[src/rtl/flag_status_unit_pkg.sv]
// rtl/flag_status_unit_pkg.sv - shared condition codes, flag indices and tracker state type
package flag_status_unit_pkg;

  localparam logic [3:0] COND_EQ = 4'b0000;
  localparam logic [3:0] COND_NE = 4'b0001;
  localparam logic [3:0] COND_CS = 4'b0010;
  localparam logic [3:0] COND_CC = 4'b0011;
  localparam logic [3:0] COND_MI = 4'b0100;
  localparam logic [3:0] COND_PL = 4'b0101;
  localparam logic [3:0] COND_VS = 4'b0110;
  localparam logic [3:0] COND_VC = 4'b0111;
  localparam logic [3:0] COND_HI = 4'b1000;
  localparam logic [3:0] COND_LS = 4'b1001;
  localparam logic [3:0] COND_GE = 4'b1010;
  localparam logic [3:0] COND_LT = 4'b1011;
  localparam logic [3:0] COND_GT = 4'b1100;
  localparam logic [3:0] COND_LE = 4'b1101;
  localparam logic [3:0] COND_AL = 4'b1110;
  localparam logic [3:0] COND_NO = 4'b1111;

  localparam int FLAG_N = 3;
  localparam int FLAG_Z = 2;
  localparam int FLAG_C = 1;
  localparam int FLAG_V = 0;

  typedef enum logic {
    MFT_IDLE = 1'b0,
    MFT_BUSY = 1'b1
  } mft_state_e;

endpackage

[src/rtl/flag_status_unit_mul_flag_tracker.sv]
// rtl/flag_status_unit_mul_flag_tracker.sv - multiply flag-write tracker: busy flag and retire pulse
module mul_flag_tracker
  import flag_status_unit_pkg::*;
#(
  parameter int MUL_LAT = 3,
  parameter int CNT_W   = 4
) (
  input  logic clk,
  input  logic rst_n,
  input  logic i_issue,
  output logic o_busy,
  output logic o_done
);

  localparam logic [CNT_W-1:0] LAT_M1 = CNT_W'(MUL_LAT - 1);

  mft_state_e       r_state;
  mft_state_e       w_state_nxt;
  logic [CNT_W-1:0] r_cnt;
  logic [CNT_W-1:0] w_cnt_nxt;
  logic             w_done;

  always_ff @(posedge clk or negedge rst_n) begin
    if (!rst_n) begin
      r_state <= MFT_IDLE;
      r_cnt   <= '0;
    end else begin
      r_state <= w_state_nxt;
      r_cnt   <= w_cnt_nxt;
    end
  end

  // Counter runs regardless of pipeline stall; issue requests while busy are dropped.
  always_comb begin
    w_state_nxt = r_state;
    w_cnt_nxt   = r_cnt;
    w_done      = 1'b0;
    case (r_state)
      MFT_IDLE: begin
        if (i_issue) begin
          w_state_nxt = MFT_BUSY;
          w_cnt_nxt   = LAT_M1;
        end
      end
      MFT_BUSY: begin
        if (r_cnt == '0) begin
          w_done      = 1'b1;
          w_state_nxt = MFT_IDLE;
        end else begin
          w_cnt_nxt = r_cnt - 1'b1;
        end
      end
      default: begin
        w_state_nxt = MFT_IDLE;
        w_cnt_nxt   = '0;
      end
    endcase
  end

  assign o_busy = (r_state == MFT_BUSY);
  assign o_done = w_done;

endmodule

[src/rtl/flag_status_unit.sv]
// rtl/flag_status_unit.sv - NZCV status register, write mux, flag hazard and forwarding
// Optional EXE flag forwarding enabled by defining FLAG_FWD_EN.
module flag_status_unit
  import flag_status_unit_pkg::*;
#(
  parameter int MUL_LAT = 3,
  parameter int CNT_W   = 4
) (
  input  logic       clk,
  input  logic       rst_n,
  input  logic       stall,
  input  logic       exe_valid,
  input  logic       exe_s,
  input  logic       exe_mul_s,
  input  logic       exe_cond_pass,
  input  logic [3:0] exe_flags,
  input  logic [1:0] mul_nz,
  input  logic       id_valid,
  input  logic [3:0] id_cond,
  input  logic       id_s,
  output logic [3:0] sr,
  output logic [3:0] sr_fwd,
  output logic       hazard_stall,
  output logic       busy
);

  logic [3:0] r_sr;
  logic       w_exe_fire;
  logic       w_alu_wr;
  logic       w_mul_iss;
  logic       w_mul_done;
  logic       w_busy;
  logic       w_pend;
  logic       w_cond_rd;
  logic       w_alu_haz;

  // Gating with rst_n keeps the combinational outputs quiet while reset is held.
  assign w_exe_fire = rst_n & exe_valid & ~stall & exe_cond_pass;
  assign w_alu_wr   = w_exe_fire & exe_s & ~exe_mul_s;
  assign w_mul_iss  = w_exe_fire & exe_mul_s;

  mul_flag_tracker #(
    .MUL_LAT (MUL_LAT),
    .CNT_W   (CNT_W)
  ) u_tracker (
    .clk     (clk),
    .rst_n   (rst_n),
    .i_issue (w_mul_iss),
    .o_busy  (w_busy),
    .o_done  (w_mul_done)
  );

  always_ff @(posedge clk or negedge rst_n) begin
    if (!rst_n) begin
      r_sr <= 4'b0000;
    end else if (w_alu_wr) begin
      r_sr <= exe_flags;
    end else if (w_mul_done) begin
      r_sr <= {mul_nz, r_sr[FLAG_C:FLAG_V]};
    end
  end

  assign w_pend    = w_busy | w_mul_iss;
  assign w_cond_rd = (id_cond != COND_AL);

`ifdef FLAG_FWD_EN
  assign w_alu_haz = 1'b0;
  assign sr_fwd    = w_alu_wr ? exe_flags : r_sr;
`else
  assign w_alu_haz = w_alu_wr & w_cond_rd;
  assign sr_fwd    = r_sr;
`endif

  assign hazard_stall = rst_n & id_valid & ((w_pend & (w_cond_rd | id_s)) | w_alu_haz);
  assign sr           = r_sr;
  assign busy         = w_busy;

  a_no_alu_at_retire : assert property (@(posedge clk) disable iff (!rst_n)
    !(w_alu_wr && w_mul_done));
  a_no_issue_busy : assert property (@(posedge clk) disable iff (!rst_n)
    !(w_mul_iss && w_busy));

endmodule

[config.mk]
export PLATFORM = sky130hd
export DESIGN_NAME = flag_status_unit
export DESIGN_NICKNAME = d
export VERILOG_FILES = /design/src/rtl/flag_status_unit_pkg.sv /design/src/rtl/flag_status_unit_mul_flag_tracker.sv /design/src/rtl/flag_status_unit.sv
export SDC_FILE = /design/constraint.sdc
export NUM_CORES = 1
export LEC_CHECK = 0
export CAP_MARGIN = 20
export CELL_PAD_IN_SITES_DETAIL_PLACEMENT = 1
export CELL_PAD_IN_SITES_GLOBAL_PLACEMENT = 1
export CORE_ASPECT_RATIO = 1.4
export CORE_MARGIN = 2
export CORE_UTILIZATION = 28
export CTS_BUF_LIST = sky130_fd_sc_hd__clkbuf_4 sky130_fd_sc_hd__clkbuf_8
export DETAILED_ROUTE_END_ITERATION = 8
export GPL_TIMING_DRIVEN = 0
export PLACE_DENSITY = 0.9
export RECOVER_POWER = 50
export SETUP_SLACK_MARGIN = 0.02
export SLEW_MARGIN = 15
export SYNTH_ARGS = -nofsm -noshare
export SYNTH_HDL_FRONTEND = slang
export SYNTH_SLANG_ARGS = --single-unit
[constraint.sdc]
create_clock -name clk -period 1.8 [get_ports clk]
set_clock_uncertainty 0.15 [all_clocks]
set_input_delay 0.36 -clock clk [delete_from_list [all_inputs] [get_ports clk]]
set_output_delay 0.36 -clock clk [all_outputs]
set_load 0.05 [all_outputs]
## Word level (Yosys, flattened, before mapping)

Cells that the tools add are included.

- Bits of input ports: 19
- Register bits: 9
- Output and inout port bits: 10
- Logic and storage cells: 37

- Add/subtract/negate cells: 1
- Equality and inequality tests: 3
- Reduce and logical (&&, ||, !) cells: 3
- Muxes and demuxes: 10
- Bitwise gates (word level): 16

Operators by type and width:

| kind | number |
|---|---|
| 2-to-1 mux 4 bit | 4 |
| AND 1 bit | 10 |
| one-hot mux 4 bit (2 select lines) | 1 |
| logical NOT 4 bit | 1 |
| 2-to-1 mux 1 bit | 4 |
| inequality test 2 bit, second input constant | 2 |
| inequality test 4 bit, second input constant | 1 |
| subtractor 4 x 1 -> 4 bit, second input constant | 1 |
| inverter 1 bit | 3 |
| OR 1 bit | 3 |
| one-hot mux 1 bit (2 select lines) | 1 |
| AND reduction 2 bit | 1 |
| nonzero test 2 bit | 1 |

## Depth between registers and ports, before layout

Gate-level depths: netlist of the first run.

- Depth in word-level cells: 8
- Mapped depth: 5
- Mapped depth without buffers: 5

## Modules after synthesis

A second synthesis of the first run with hierarchy kept.

- Cell total of the unflattened synthesis: 49
- Area total of the unflattened synthesis: 543.0 um^2

Modules (own cells, without submodules):

| module | area an instance (um^2) | sequential area each (um^2) | cells an instance | times used |
|---|---|---|---|---|
| flag_status_unit | 279.0 | 100.1 | 23 | 1 |
| mul_flag_tracker | 264.0 | 125.1 | 26 | 1 |

## Least setup slack after synthesis of the first run

No wires, ideal clock.

- Kind: reg-to-output
- From: reg u_tracker.r_state, in the netlist u_tracker.o_busy
- To: out hazard_stall
- Path buffers: 0
- Path slack: -0.515 ns
- Arrival time: 1.805 ns
- Stages on the path, launching flop included: 4
- Required time: 1.290 ns
- Cells stage by stage: dfrtp_1 -> o311a_1 -> o21ai_0 -> a21oi_1

- Word-level cells in the longest chain between the ends: 4

RTL lines:

| what | line | text |
|---|---|---|
| start: declaration | flag_status_unit_mul_flag_tracker.sv:17 | `mft_state_e r_state;` |
| start signal: assignment | flag_status_unit_mul_flag_tracker.sv:28 | `r_state <= w_state_nxt;` |
| OR 1 bit | flag_status_unit.sv:63 | `assign w_pend = w_busy \| w_mul_iss;` |
| AND 1 bit | flag_status_unit.sv:74 | `assign hazard_stall = rst_n & id_valid & ((w_pend & (w_cond_rd \| id_s)) \| w_alu_haz);` |
| OR 1 bit | flag_status_unit.sv:74 |  |
| AND 1 bit | flag_status_unit.sv:74 |  |
| end: declaration | flag_status_unit.sv:23 | `output logic hazard_stall,` |

No other way between the ends.

## Worst setup path after layout of the first run

Ends and elaborated chain as after synthesis.

==> metrics.cfg, run 1 <==
[floorplan]
ios=29
die_x_um=40.83
row_count=18
initial_core_util_pct=29.89
die_y_um=55.57
die_area_um2=2269
coreArea_um2=1779

[critical_path]
crit_required_ps=1290
cpMaxStageDelayCell=dfrtp_2
cp-start-kind=flop
critical_path.max_fanout=5
end_kind=output port
crit_chain=o311a_1 > o21ai_2 > a21oi_4 > buf_6
critPathMaxStageDelay_ps=430
worstPathArrival_ps=1340
critPathKind=reg -> out

[grt]
grt_pass1_wl_um=2649
grt_overflow_total=0
grt_usage_pct=18.33
grt_max_degree=10
grt_pass1_vias=582
antenna_found_initial=0

[placed_design]
dpl_cell_area_um2=849.6
place.gp.congestion=0.7261
port_buffers=28
placed_cells=95
place_hpwl_um=1279
dp_slack_ps=-1366

[sta]
final_hold_viol_count=0
fmax_mhz=539.6
finalSetupViolCount=2
rsz0062_at_grt=true
fin_ws_ps=-53.08
maxSlewHeadroom_pct=66.09
fin_crit_sh_pct=102.9
min_period_ps=1853
tightest_slew_ps=510.7
slew_viol_final=0
holdWs_ps=385.2

[synth]
syn_inst=47
synth_top_area_cell=dfrtp_1
synth.top_cells.by_area=dfrtp_1, mux2_2, buf_4
ys_top_cells_by_count=dfrtp_1, buf_4
ys_seq_elements=9
ys_seq_area_share_pct=42.35
avgSynthCellArea_um2=11.31
synthArstFlopShare_pct=100.0
ys.flop_type=dfrtp_1
synth_edf_count=0
post-synth-top-count-cell=dfrtp_1
ys_warn_count=0
synth_nets=67
synthesis.area_um2=531.8
synth_top_area_share_pct=42.35
yosysUniqueCellTypes=24

[pwr]
clkPwrFrac_pct=13.0
power_switching_uw=669.0
switching_share_pct=47.29
leakagePower_uw=0.0004771
seqPwrFrac_pct=25.1
comb_power_share_pct=61.9
power.density_nw_per_um2=1490
intPower_uw=745.7
peakVddDrop_mv=0.6770

[clocking]
cts_buffer_depth=2
cts_buffers=3
cts_root_buffer=clkbuf_4
cts_tree=yes
cts_sinks=9
cts-htree-levels=1
clkTransAtPathRegs_ps=70
clk_latency_ps=270

[drt]
wl_per_cell_um=16.83
drt_iter0_markers=4
firstDrtPassIters=2
via_per_inst=4.903
drc_errors=0
num_vias=505
drtAntennaViolNets=0
drt-total-wl_um=1733

[final_layout]
drive_above_1_share_pct=32.53
fin_area_um2=949.7
final_nets=104
antenna_cells=0
syn_to_final_growth_pct=78.59
layoutNonFillerInstCount=103

[run]
drv_cap=0

[worst_hold_path]
hp-class=reg -> reg

[outcome]
status=finished with violations
failed_checks=negative setup slack

-- flip-flops by register name (all words and copies together) (netlist names) --
register / flops
u_tracker.r_cnt: 4
sr: 4
u_tracker.o_busy: 1
-- routing by layer --
layer  track usage, %  part of all wire [%]  vias to the layer above
li1                 -                     -                      240
met1            16.33                    34                      241
met2            30.36                    57                       18
met3            2.811                   3.1                        6
met4            17.62                   5.6                        0
met5                0                     0                        -
-- kinds of logic after synthesis --
logic type | synth area share (%)
simple gates | 16.71
fa+ha+maj | 2.353
flops | 42.35
buf+inv | 7.765
mux | 17.18
compound gates | 13.65
-- final cells by class --
cell class | count | area, µm²
buffer | 4 | 30.03
fill | 196 | 829.5
sequential | 9 | 226.5
multi-input combinational | 31 | 296.5
tap | 20 | 25.02
inverter | 3 | 11.26
timing repair buffer | 32 | 330.3
clock buffer | 4 | 30.03
-- power groups by stage --
stage | clock network, µW | registers, µW | logic (µW)
after global routing | 202 | 365 | 933
after CTS | 192 | 373 | 808
after floorplan | 0 | 509 | 426
after global placement | 0 | 371 | 803
final | 184 | 355 | 875
after detailed placement | 0 | 379 | 836
-- placed cells by master, fill, tap and decap left out, types with 2 or more instances in the layout --
cell type        synthesis  layout
buf_4                    4       7
mux2_1                   2       2
clkdlybuf4s15_2          0       3
o21ai_2                  0       2
dlygate4sd2_1            0       4
mux2i_1                  2       2
nand2_1                  2       2
dlymetal6s2s_1           0       9
clkbuf_4                 0       4
clkdlybuf4s50_1          0       8
mux2_2                   3       3
nor2_1                   2       2
a21oi_1                  3       2
inv_1                    3       3
dfrtp_1                  9       8
-- timing repair --
action | in CTS | in global routing
gates cloned | 0 | 0
endpoints found under the hold margin | 9 | 0
endpoints found under the setup margin | 19 | 4
buffers inserted | 0 | 3
pin swaps | 0 | 5
resized for setup | 32 | 11
hold buffers | 1 | 0
-- worst max-delay path, delay by kind of cell, from the launching register on --
family / cells / cell delay (ps)
AOI/OAI and AO/OA: 3 / 480
buffers and inverters: 1 / 150
DFF: 1 / 430
-- stage by stage --
stage	TNS (ps)	util (%)	total power (µW)
floorplan	0	-	934.5
global placement	-5306	47.75	1173
detailed placement	-5877	47.75	1215
CTS	-180.5	50.63	1373
global route	-181.2	53.38	1500
finish	-71.60	53.38	1415
-- final timing paths --
kind                                       to          startpoint  cells after the start  slack (ps)
min in group asynchronous  u_tracker.r_cnt[0]               rst_n                      2         670
setup / recovery                 hazard_stall    u_tracker.o_busy                      4         -50
setup reg to reg                        sr[3]  u_tracker.r_cnt[0]                      5         100
max in group asynchronous    u_tracker.o_busy               rst_n                      2         490
hold / removal                          sr[0]               sr[0]                      1         390
hold reg to reg                         sr[0]               sr[0]                      1         390
(Power assumes the default switching activity.)
==> run 2, diff against run 1 <==
--- a/config.mk
+++ b/config.mk
@@ -14,10 +14,11 @@
 export CTS_BUF_LIST = sky130_fd_sc_hd__clkbuf_4 sky130_fd_sc_hd__clkbuf_8
 export DETAILED_ROUTE_END_ITERATION = 8
 export GPL_TIMING_DRIVEN = 0
-export PLACE_DENSITY = 0.9
+export PLACE_DENSITY_LB_ADDON = 0.1
 export RECOVER_POWER = 50
 export SETUP_SLACK_MARGIN = 0.02
 export SLEW_MARGIN = 15
 export SYNTH_ARGS = -nofsm -noshare
 export SYNTH_HDL_FRONTEND = slang
 export SYNTH_SLANG_ARGS = --single-unit
+export TNS_END_PERCENT = 100
==> run 2 against run 1 <==
Against the previous run:
- the run still ends with negative setup slack left
- critical path depth unchanged
- global-route usage decreased by 5.1 points
- register-to-register slack about the same
- critical path type unchanged
==> metrics.cfg, run 2 (synthesized netlist as in run 1, its figures left out) <==
[sta]
fmax_mhz=538.0  ; -0.31%
maxSlewHeadroom_pct=66.95  ; +0.86 points
final_hold_viol_count=0  ; unchanged
min_period_ps=1859  ; +5.747 ps
rsz0062_at_grt=true
finalSetupViolCount=1  ; -1
slew_viol_final=0  ; unchanged
fin_crit_sh_pct=103.3  ; +0.32 points
tightest_slew_ps=497.8  ; -12.97 ps
fin_ws_ps=-58.82  ; -5.747 ps

[drt]
num_vias=510  ; +0.99%
drt_iter0_markers=7  ; +3
wl_per_cell_um=13.07  ; -22%
drt-total-wl_um=1346  ; -22%
via_per_inst=4.951  ; +0.99%
firstDrtPassIters=2  ; unchanged
drtAntennaViolNets=0  ; unchanged
drc_errors=0  ; unchanged

[pwr]
switching_share_pct=46.31  ; -0.98 points
seqPwrFrac_pct=26.2  ; +1.1 points
leakagePower_uw=0.0004780  ; +0.18%
peakVddDrop_mv=0.7765  ; +15%
power_switching_uw=632.0  ; -5.5%
p_total_uw=1365  ; -3.5%
comb_power_share_pct=61.4  ; -0.5 points
clkPwrFrac_pct=12.4  ; -0.6 points
intPower_uw=732.9  ; -1.7%
power.density_nw_per_um2=1435  ; -3.6%

[placed_design]
place.gp.congestion=0.6978  ; -3.9%
port_buffers=28  ; unchanged
place_hpwl_um=1029  ; -20%
dpl_cell_area_um2=849.6  ; unchanged

[critical_path]
crit_required_ps=1290  ; about the same
end_kind=output port
worstPathArrival_ps=1350  ; about the same
critPathKind=reg -> out
critPathMaxStageDelay_ps=440  ; about the same
cpMaxStageDelayCell=dfrtp_2
reg2reg_depth=5  ; unchanged
crit_chain=o311a_1 > o21ai_2 > a21oi_4 > buf_6
critical_path.max_fanout=7  ; +2
ff2ff_setup_slack_ps=100  ; about the same
crit-reg2reg-launch=u_tracker.r_cnt[0]
r2r-end=sr[3]
cp-startpoint=u_tracker.o_busy
cp-start-kind=flop
endpoint=hazard_stall

[final_layout]
drive_above_1_share_pct=27.71  ; -4.8 points
final_common_cell=dlymetal6s2s_1
syn_to_final_growth_pct=78.82
antenna_cells=0  ; unchanged
final_cell_mix=dlymetal6s2s_1, clkdlybuf4s50_1, dfrtp_1
final_nets=104  ; unchanged
final_core_util_pct=53.45  ; +0.070 points
fin_area_um2=950.9  ; +0.13%

[floorplan]
ios=29  ; unchanged
row_count=18  ; unchanged
die_y_um=55.57  ; unchanged
die_area_um2=2269  ; unchanged
die_x_um=40.83  ; unchanged
coreArea_um2=1779  ; unchanged
initial_core_util_pct=29.89  ; unchanged

[outcome]
status=finished with violations
failed_checks=negative setup slack

[grt]
grt_max_degree=10  ; unchanged
grt_pass1_vias=522  ; -10%
grt_overflow_total=0  ; unchanged
grt_pass1_wl_um=2111  ; -20%
grt_usage_pct=13.21  ; -5.1 points
antenna_found_initial=0  ; unchanged

[worst_hold_path]
holdPathStages=1  ; unchanged
min-delay-start=sr[1]
hp-class=reg -> reg

[clocking]
cts_sinks=9  ; unchanged
cts_buffer_depth=2  ; unchanged
cts_buffers=3  ; unchanged
clk_latency_ps=260  ; about the same
clkTransAtPathRegs_ps=60  ; about the same
cts-htree-levels=1  ; unchanged
cts_root_buffer=clkbuf_4
cts_tree=yes

[run]
drv_cap=0  ; unchanged

## run 2: changes by cell type in the layout (fill, tap and decap cells not counted)
| cell | previous run | this run |
|---|---|---|
| clkdlybuf4s15_2 | 3 | 0 |
| clkdlybuf4s15_1 | 1 | 5 |
| buf_4 | 7 | 6 |
| clkbuf_2 | 1 | 0 |
| clkbuf_4 | 4 | 5 |
## run 2: power by group through the flow
| stage | sequential, µW | clock [µW] | combinational [µW] |
|---|---|---|---|
| after floorplan | 509 | 0 | 426 |
| after global placement | 373 | 0 | 811 |
| after detailed placement | 373 | 0 | 822 |
| after CTS | 368 | 180 | 779 |
| after global routing | 372 | 186 | 915 |
| final | 358 | 169 | 838 |
## run 2: stage by stage
stage | instances | setup TNS [ps] | hold slack [ps] | setup WS, ps
after CTS | 100 | -197.1 | 379.0 | -197.1
final | 103 | -58.82 | 372.7 | -58.82
after floorplan | 47 | 0 | -85.59 | 64.04
after global routing | 103 | -91.31 | 395.9 | -91.31
after global placement | 95 | -5744 | 364.0 | -1320
after detailed placement | 95 | -5613 | 370.8 | -1309
## run 2: timing repair
item                                    CTS  global route
gates resized for setup                  22            17
endpoints found under the setup margin   19             8
hold endpoints to repair                  9             0
hold buffers                              1             0
pin swaps                                 0             5
setup buffers                             0             3
## run 2: worst min path at each step
stage          slack (ps)  endpoint
3_5_place_dp          370     sr[1]
3_3_place_gp          360     sr[1]
2_1_floorplan         -90     sr[0]
5_1_grt               400     sr[1]
4_1_cts               380     sr[1]
6_report              370     sr[1]
## run 2: critical path, delay by kind of cell (launching register included)
kind / cells / cell delay, ps
flops: 1 / 440
buf+inv: 1 / 150
compound gates: 3 / 490
## run 2: routing by layer
metal  vias to the layer above  part of all wire (%)  track usage (%)  wire, µm
li1                        242                     -                -         -
met1                       237                    38            14.50       508
met2                        29                    53            22.54       717
met3                         2                   7.9            2.410       107
met4                         0                  0.89            5.714        12
met5                         -                     0                0         0
## run 2: cell type report
cell class	count	area [µm²]
well taps	20	25.02
multi-input cells	31	296.5
inverters	3	11.26
fillers	207	828.3
flip-flops and latches	9	226.5
repair buffers	32	331.6
plain buffers	4	30.03
clock buffers	4	30.03
